<file path="src/rtl/param_serialized_reg.sv">
// Word-to-subword serializer: loads a P_NBITS word and emits it LSB subword first
// over a val/rdy stream, chaining back-to-back words without a bubble.
module param_serialized_reg #(
    parameter int P_NBITS   = 32,
    parameter int P_SUBWORD = 4,
    localparam int NSUB = P_NBITS / P_SUBWORD,
    localparam int IDXW = (NSUB > 1) ? $clog2(NSUB) : 1
) (
    input  logic                 clk,
    input  logic                 reset,
    input  logic                 in_val,
    output logic                 in_rdy,
    input  logic [P_NBITS-1:0]   in_word,
    output logic                 out_val,
    input  logic                 out_rdy,
    output logic [P_SUBWORD-1:0] out_nibble,
    output logic [IDXW-1:0]      out_idx,
    output logic                 out_last,
    output logic                 busy
);

    typedef enum logic {IDLE, SEND} state_t;

    state_t             state, state_nxt;
    logic [P_NBITS-1:0] sreg;
    logic [IDXW-1:0]    idx;
    logic               last_beat, in_fire, out_fire;

    assign last_beat = (idx == IDXW'(NSUB - 1));
    assign in_fire   = in_val && in_rdy;
    assign out_fire  = out_val && out_rdy;

    // state register
    always_ff @(posedge clk) begin
        if (reset) state <= IDLE;
        else       state <= state_nxt;
    end

    // next-state logic
    always_comb begin
        state_nxt = state;
        case (state)
            IDLE: if (in_fire) state_nxt = SEND;
            SEND: if (out_fire && last_beat && !in_fire) state_nxt = IDLE;
            default: state_nxt = IDLE;
        endcase
    end

    // outputs; in_rdy sees out_rdy combinationally so the next word loads on the last beat
    always_comb begin
        out_val  = (state == SEND);
        busy     = (state == SEND);
        in_rdy   = (state == IDLE) || (out_fire && last_beat);
        out_last = out_val && last_beat;
    end

    assign out_nibble = sreg[P_SUBWORD-1:0];
    assign out_idx    = idx;

    // datapath: a load wins over the shift when the last beat and a new word coincide
    always_ff @(posedge clk) begin
        if (reset) begin
            sreg <= '0;
            idx  <= '0;
        end else if (in_fire) begin
            sreg <= in_word;
            idx  <= '0;
        end else if (out_fire) begin
            if (last_beat) begin
                sreg <= '0;
                idx  <= '0;
            end else begin
                sreg <= sreg >> P_SUBWORD;
                idx  <= idx + IDXW'(1);
            end
        end
    end

    always_ff @(posedge clk) begin
        assert (P_NBITS % P_SUBWORD == 0)
            else $error("P_NBITS must be a multiple of P_SUBWORD");
    end

endmodule

</file>
<file path="config.mk">
export PLATFORM = sky130hd
export DESIGN_NAME = param_serialized_reg
export DESIGN_NICKNAME = d
export VERILOG_FILES = /design/src/rtl/param_serialized_reg.sv
export SDC_FILE = /design/constraint.sdc
export NUM_CORES = 1
export LEC_CHECK = 0
export CORE_MARGIN = 2
export CORE_UTILIZATION = 45
export CTS_CLUSTER_SIZE = 8
export DETAILED_ROUTE_END_ITERATION = 10
export PLACE_DENSITY = 0.82
export SETUP_SLACK_MARGIN = 0.05
export SYNTH_ARGS = -nofsm -noshare
export SYNTH_HDL_FRONTEND = slang
export SYNTH_SLANG_ARGS = --single-unit
</file>
<file path="constraint.sdc">
create_clock -name clk -period 1.8 [get_ports clk]
set_input_delay 0.54 -clock clk [delete_from_list [all_inputs] [get_ports clk]]
set_output_delay 0.54 -clock clk [all_outputs]
set_load 0.01 [all_outputs]
</file>
## Yosys cells after proc, flatten, opt, wreduce, memory -nomap -nowiden

Index checks and enable logic that the tools add are counted.

- Register bits: 36
- Bits of input ports: 36
- Output and inout bits: 11
- Word-level logic and storage cells: 22

- Add/sub/neg operators: 1
- Equal/unequal tests: 1
- Multiplexer cells: 7
- Bitwise operators: 1
- Reduce and logical (&&, ||, !) cells: 9

Operators by type and width:

| cell | count |
|---|---|
| 32-bit 2-to-1 mux | 2 |
| 28-bit 2-to-1 mux | 1 |
| 1-bit logical AND | 5 |
| 3-bit by 1-bit adder with 3-bit output, second input constant | 1 |
| 3-bit equality test, second input constant | 1 |
| 3-bit 2-to-1 mux | 1 |
| 1-bit 2-to-1 mux | 2 |
| 1-bit one-hot mux with 2 select lines | 1 |
| 2-bit nonzero test | 1 |
| 2-bit OR reduction | 1 |
| 1-bit zero test | 1 |
| 1-bit logical OR | 1 |
| 1-bit NOT | 1 |

## Depth between registers and ports, before layout

- Depth after elaboration: 8
- Depth in mapped cells: 7
- Mapped depth without buffers: 5

## Worst setup path after synthesis

Ideal clock, no wire load.

- Path kind: register to register
- Start: reg idx[0], in the netlist out_idx[0]
- End: reg sreg[0]
- Library setup time: 144 ps
- Arrival time: 1,483 ps
- Data required time: 1,656 ps
- Setup slack: 173 ps
- Cell stages (with the launch flop): 8
- Clock period less this slack: 1,627 ps
- Path through: dfxtp_1 -> ha_1 -> ha_1 -> and2_4 -> buf_12 -> buf_12 -> a221oi_2 -> nor4_2

- Longest elaborated chain between the ends: 5

Ends and longest elaborated chain:

| item | line | RTL |
|---|---|---|
| start: declaration | 26 | `logic [IDXW-1:0] idx;` |
| start signal: assignment | 74 | `idx <= idx + IDXW'(1);` |
| 3-bit equality test * | 29 | `assign last_beat = (idx == IDXW'(NSUB - 1));` |
| 1-bit logical AND | 53 | `in_rdy = (state == IDLE) \|\| (out_fire && last_beat);` |
| 1-bit logical OR | 53 |  |
| 1-bit logical AND | 30 | `assign in_fire = in_val && in_rdy;` |
| 32-bit 2-to-1 mux / 2-bit nonzero test (equally long branches) | -- |  |
| end signal: assignment | 66 | `sreg <= in_word;` |
| end signal: assignment | 73 | `sreg <= sreg >> P_SUBWORD;` |
| end: declaration | 25 | `logic [P_NBITS-1:0] sreg;` |

Mark *: on every way between the ends. The rest lies on a longest branch, timed or not. The select of a mux whose other input is x is not followed.
A chain may end at the register's enable or synchronous reset.

## Worst setup path after layout

- Start: in out_rdy
- End: out in_rdy

- Longest elaborated chain between the ends: 3

Ends and longest elaborated chain:

| item | line | RTL |
|---|---|---|
| start: declaration | 15 | `input logic out_rdy,` |
| 1-bit logical AND | 31 | `assign out_fire = out_val && out_rdy;` |
| 1-bit logical AND | 53 |  |
| 1-bit logical OR | 53 |  |
| end: declaration | 12 | `output logic in_rdy,` |

No other way between the ends.

==> metrics.md <==
| Metric | Value |
|---|---|
| Outcome | finished with violations |
| Violated checks | negative setup slack |
| Synth Register Bits | 36 |
| Vias/cell | ~5.7 |
| Post-Route Setup TNS | -0.0399 ns |
| Mean post-synth cell area | between 10 and 15 um^2 |
| Cell count after synthesis | about 200 |
| Crit end category | output port |
| DR vias | between 1,500 and 2,000 |
| Top Usage Layer GRT | met2 |
| Setup violators final | 1 |
| Worst skew pair latency | just under 0.3 ns |
| Clock transition at path regs | around 0.070 ns |
| Synth Flop Type | dfxtp_1 |
| Met3 Resource Use GR | 0.0570 |
| Post-synthesis sequential area ratio | 0.359 |
| Die area | ~5000 um^2 |
| Dpl hpwl | 3.16 mm |
| N_diodes | 0 |
| VDD IR max | approximately 0.00045 V |
| CP max-delay cell | clkdlybuf4s50_1 |
| Post-synthesis net count | ~240 |
| Slew margin rel. | 0.792 |
| CTS tree | yes |
| Initial DRC Count | roughly 110 |
| Most common cell after layout, fill and taps aside | nor2_1 |
| Wire per inst | 15.4 um |
| Drt drc | 0 |
| Slew @ Worst Pin | between 0.3 and 0.4 ns |
| CTS Buf Count | 5 |
| CTS root buf | clkbuf_8 |
| GRT Util Overall | 0.202 |
| Delay-heaviest family, CP | buffers and inverters |
| Clock tree buffer depth | 2 |
| Area of the core | about 4300 um^2 |
| Tcrit/Tclk final | 1.02 |
| IO Port Bufs | 46 |
| CP max stage delay | ~0.41 ns |
| Met1 Usage GRT | 0.224 |
| Setup ws final | -0.0399 ns |
| Starting Density | 0.465 |
| Final Non-Filler Cells | slightly above 300 |
| Vias in the first global route | 1,747 |
| Die Span Y | around 71 um |
| Hold Path Class | reg -> reg |
| Final hold slack | roughly 0.5 ns |
| Final WL | 4.69 mm |
| Global route overflow | 0 |
| Area Growth Syn to Fin | 33.1% |
| Share of layout cells above drive strength 1 | 0.320 |
| Crit path max fanout | 2 |
| Library cells used by synthesis | 29 |
| CP Data Arrival Time | between 1 and 1.5 ns |
| Post-route ant nets | 0 |
| Power per cell area | around 700 nW/um^2 |
| Ys async rst share | 0 |
| Commonest cells after routing, fill and taps aside | nor2_1, clkdlybuf4s50_1, dfxtp_1 |
| Worst EP required | approximately 1.3 ns |
| Placed insts | 296 |
| Minimum clock period | about 1.8 ns |
| Placer Congestion | 0.745 |
| Total chip power | approximately 1.9 mW |
| Antenna violations before repair | 0 |
| Layout net count | between 200 and 300 |
| Leak Pwr | roughly 1.1 nW |
| Area of the mapped netlist | approximately 2000 um^2 |
| Die width | roughly 71 um |
| Final Skew | roughly 0.0037 ns |
| Met2 usage | 0.357 |
| H-tree Lvls | 2 |
| Clk sinks | 36 |
| WS Path Type | in -> out |
| # hold bufs at CTS | 0 |
| FILL cells | between 300 and 400 |
| F_max | 543 MHz |
| First-pass GRT wire length | 8.00 mm |
| Crit path cell chain | clkdlybuf4s50_1 > a21bo_1 > buf_2 |
| Final hold vios | 0 |
| I/O Pins | 47 |
| Number of iterations in the first detailed-routing pass | 4 |
| Flop2flop setup slack | ~0.2 ns |
| CP Launch Type | input port |
| Synth Warn # | 0 |
| Buffers and inverters on the worst path | 2 |
| Max cap viols | 0 |
| Max Slew Vio Count | 0 |
| Largest net degree at the start of global routing | 29 |
| Core Rows | 24 |
| RSZ-0062 raised after global routing | true |
| Post-synth EDFFs | 0 |
==> cell usage after synthesis (2+ instances only) <==
library cell	n	share of area
buf_6	2	0.011
ha_1	2	0.012
nand2_1	2	0.0037
nor3_1	2	0.0050
buf_12	3	0.030
a221oi_2	20	0.15
clkbuf_1	3	0.0056
dfxtp_1	36	0.36
buf_2	3	0.0075
nor2_1	60	0.11
buf_4	6	0.022
a221oi_1	8	0.035
clkbuf_4	3	0.011
mux2i_1	3	0.015
nor4_2	20	0.12
clkbuf_8	2	0.014
nor4_1	8	0.025
a21oi_1	2	0.0050
a32oi_1	4	0.017
==> logic make-up (layout without fill, tap and decap cells) <==
logic type / Yosys count / in the layout / share of synthesized area
flops: 36 / 36 / 0.359
simple gates: 97 / 97 / 0.288
buf+inv: 25 / 79 / 0.107
fa+ha+maj: 2 / 2 / 0.0125
compound gates: 35 / 35 / 0.212
mux: 4 / 4 / 0.0224
==> tightest hold or removal path: stages, from the launching register on <==
cell and delay, ns:
dfxtp_1 0.31, nor2_1 0.10, nor4_1 0.05
==> timing repair <==
item | CTS | global route
setup buffers | 0 | 1
endpoints found under the setup margin | 7 | 2
pin swaps | 0 | 1
resized for setup | 20 | 1
==> registers in the layout (all words and copies together), names as in the netlist <==
signal,flops
busy,1
out_idx,3
sreg,32
==> metal layers <==
layer	vias up	share of wire
met4	0	0.018
met2	42	0.50
met5	-	0
li1	851	-
met3	7	0.050
met1	838	0.43
==> area by class of cell <==
class / instances / area [um^2] / area share
multi-input combinational: 138 / 1100 / 0.411
sequential: 36 / 727 / 0.272
timing repair buffer: 69 / 687 / 0.257
clock buffer: 8 / 90.1 / 0.0337
tap: 52 / 65.1 / 0.0243
inverter: 2 / 7.51 / 0.00281
==> through the flow <==
step / worst slack [ns] / cell area [um^2] / util
final: -0.0399 / 2680 / 0.619
after global routing: -0.0721 / 2680 / 0.619
after CTS: -0.0331 / 2670 / 0.616
after detailed placement: -0.405 / 2560 / 0.593
after global placement: -0.407 / 2560 / 0.593
after floorplan: 0.173 / 2010 / -
==> report_power, final <==
group / total (mW) / switching (mW) / internal (mW)
Combinational: 0.403 / 0.186 / 0.218
Clock: 0.598 / 0.286 / 0.312
Sequential: 0.907 / 0.0441 / 0.863
Total: 1.91 / 0.516 / 1.39
==> worst paths after layout <==
kind / from / end / cells after the start
max: out_rdy / in_rdy / 3
min reg2reg: sreg[12]$_SDFFE_PP0P_ / sreg[12]$_SDFFE_PP0P_ / 2
min: sreg[12]$_SDFFE_PP0P_ / sreg[12]$_SDFFE_PP0P_ / 2
max reg2reg: out_idx[1]$_SDFFE_PP0N_ / sreg[25]$_SDFFE_PP0P_ / 7
Note: power is estimated with default switching activity, not from simulation.
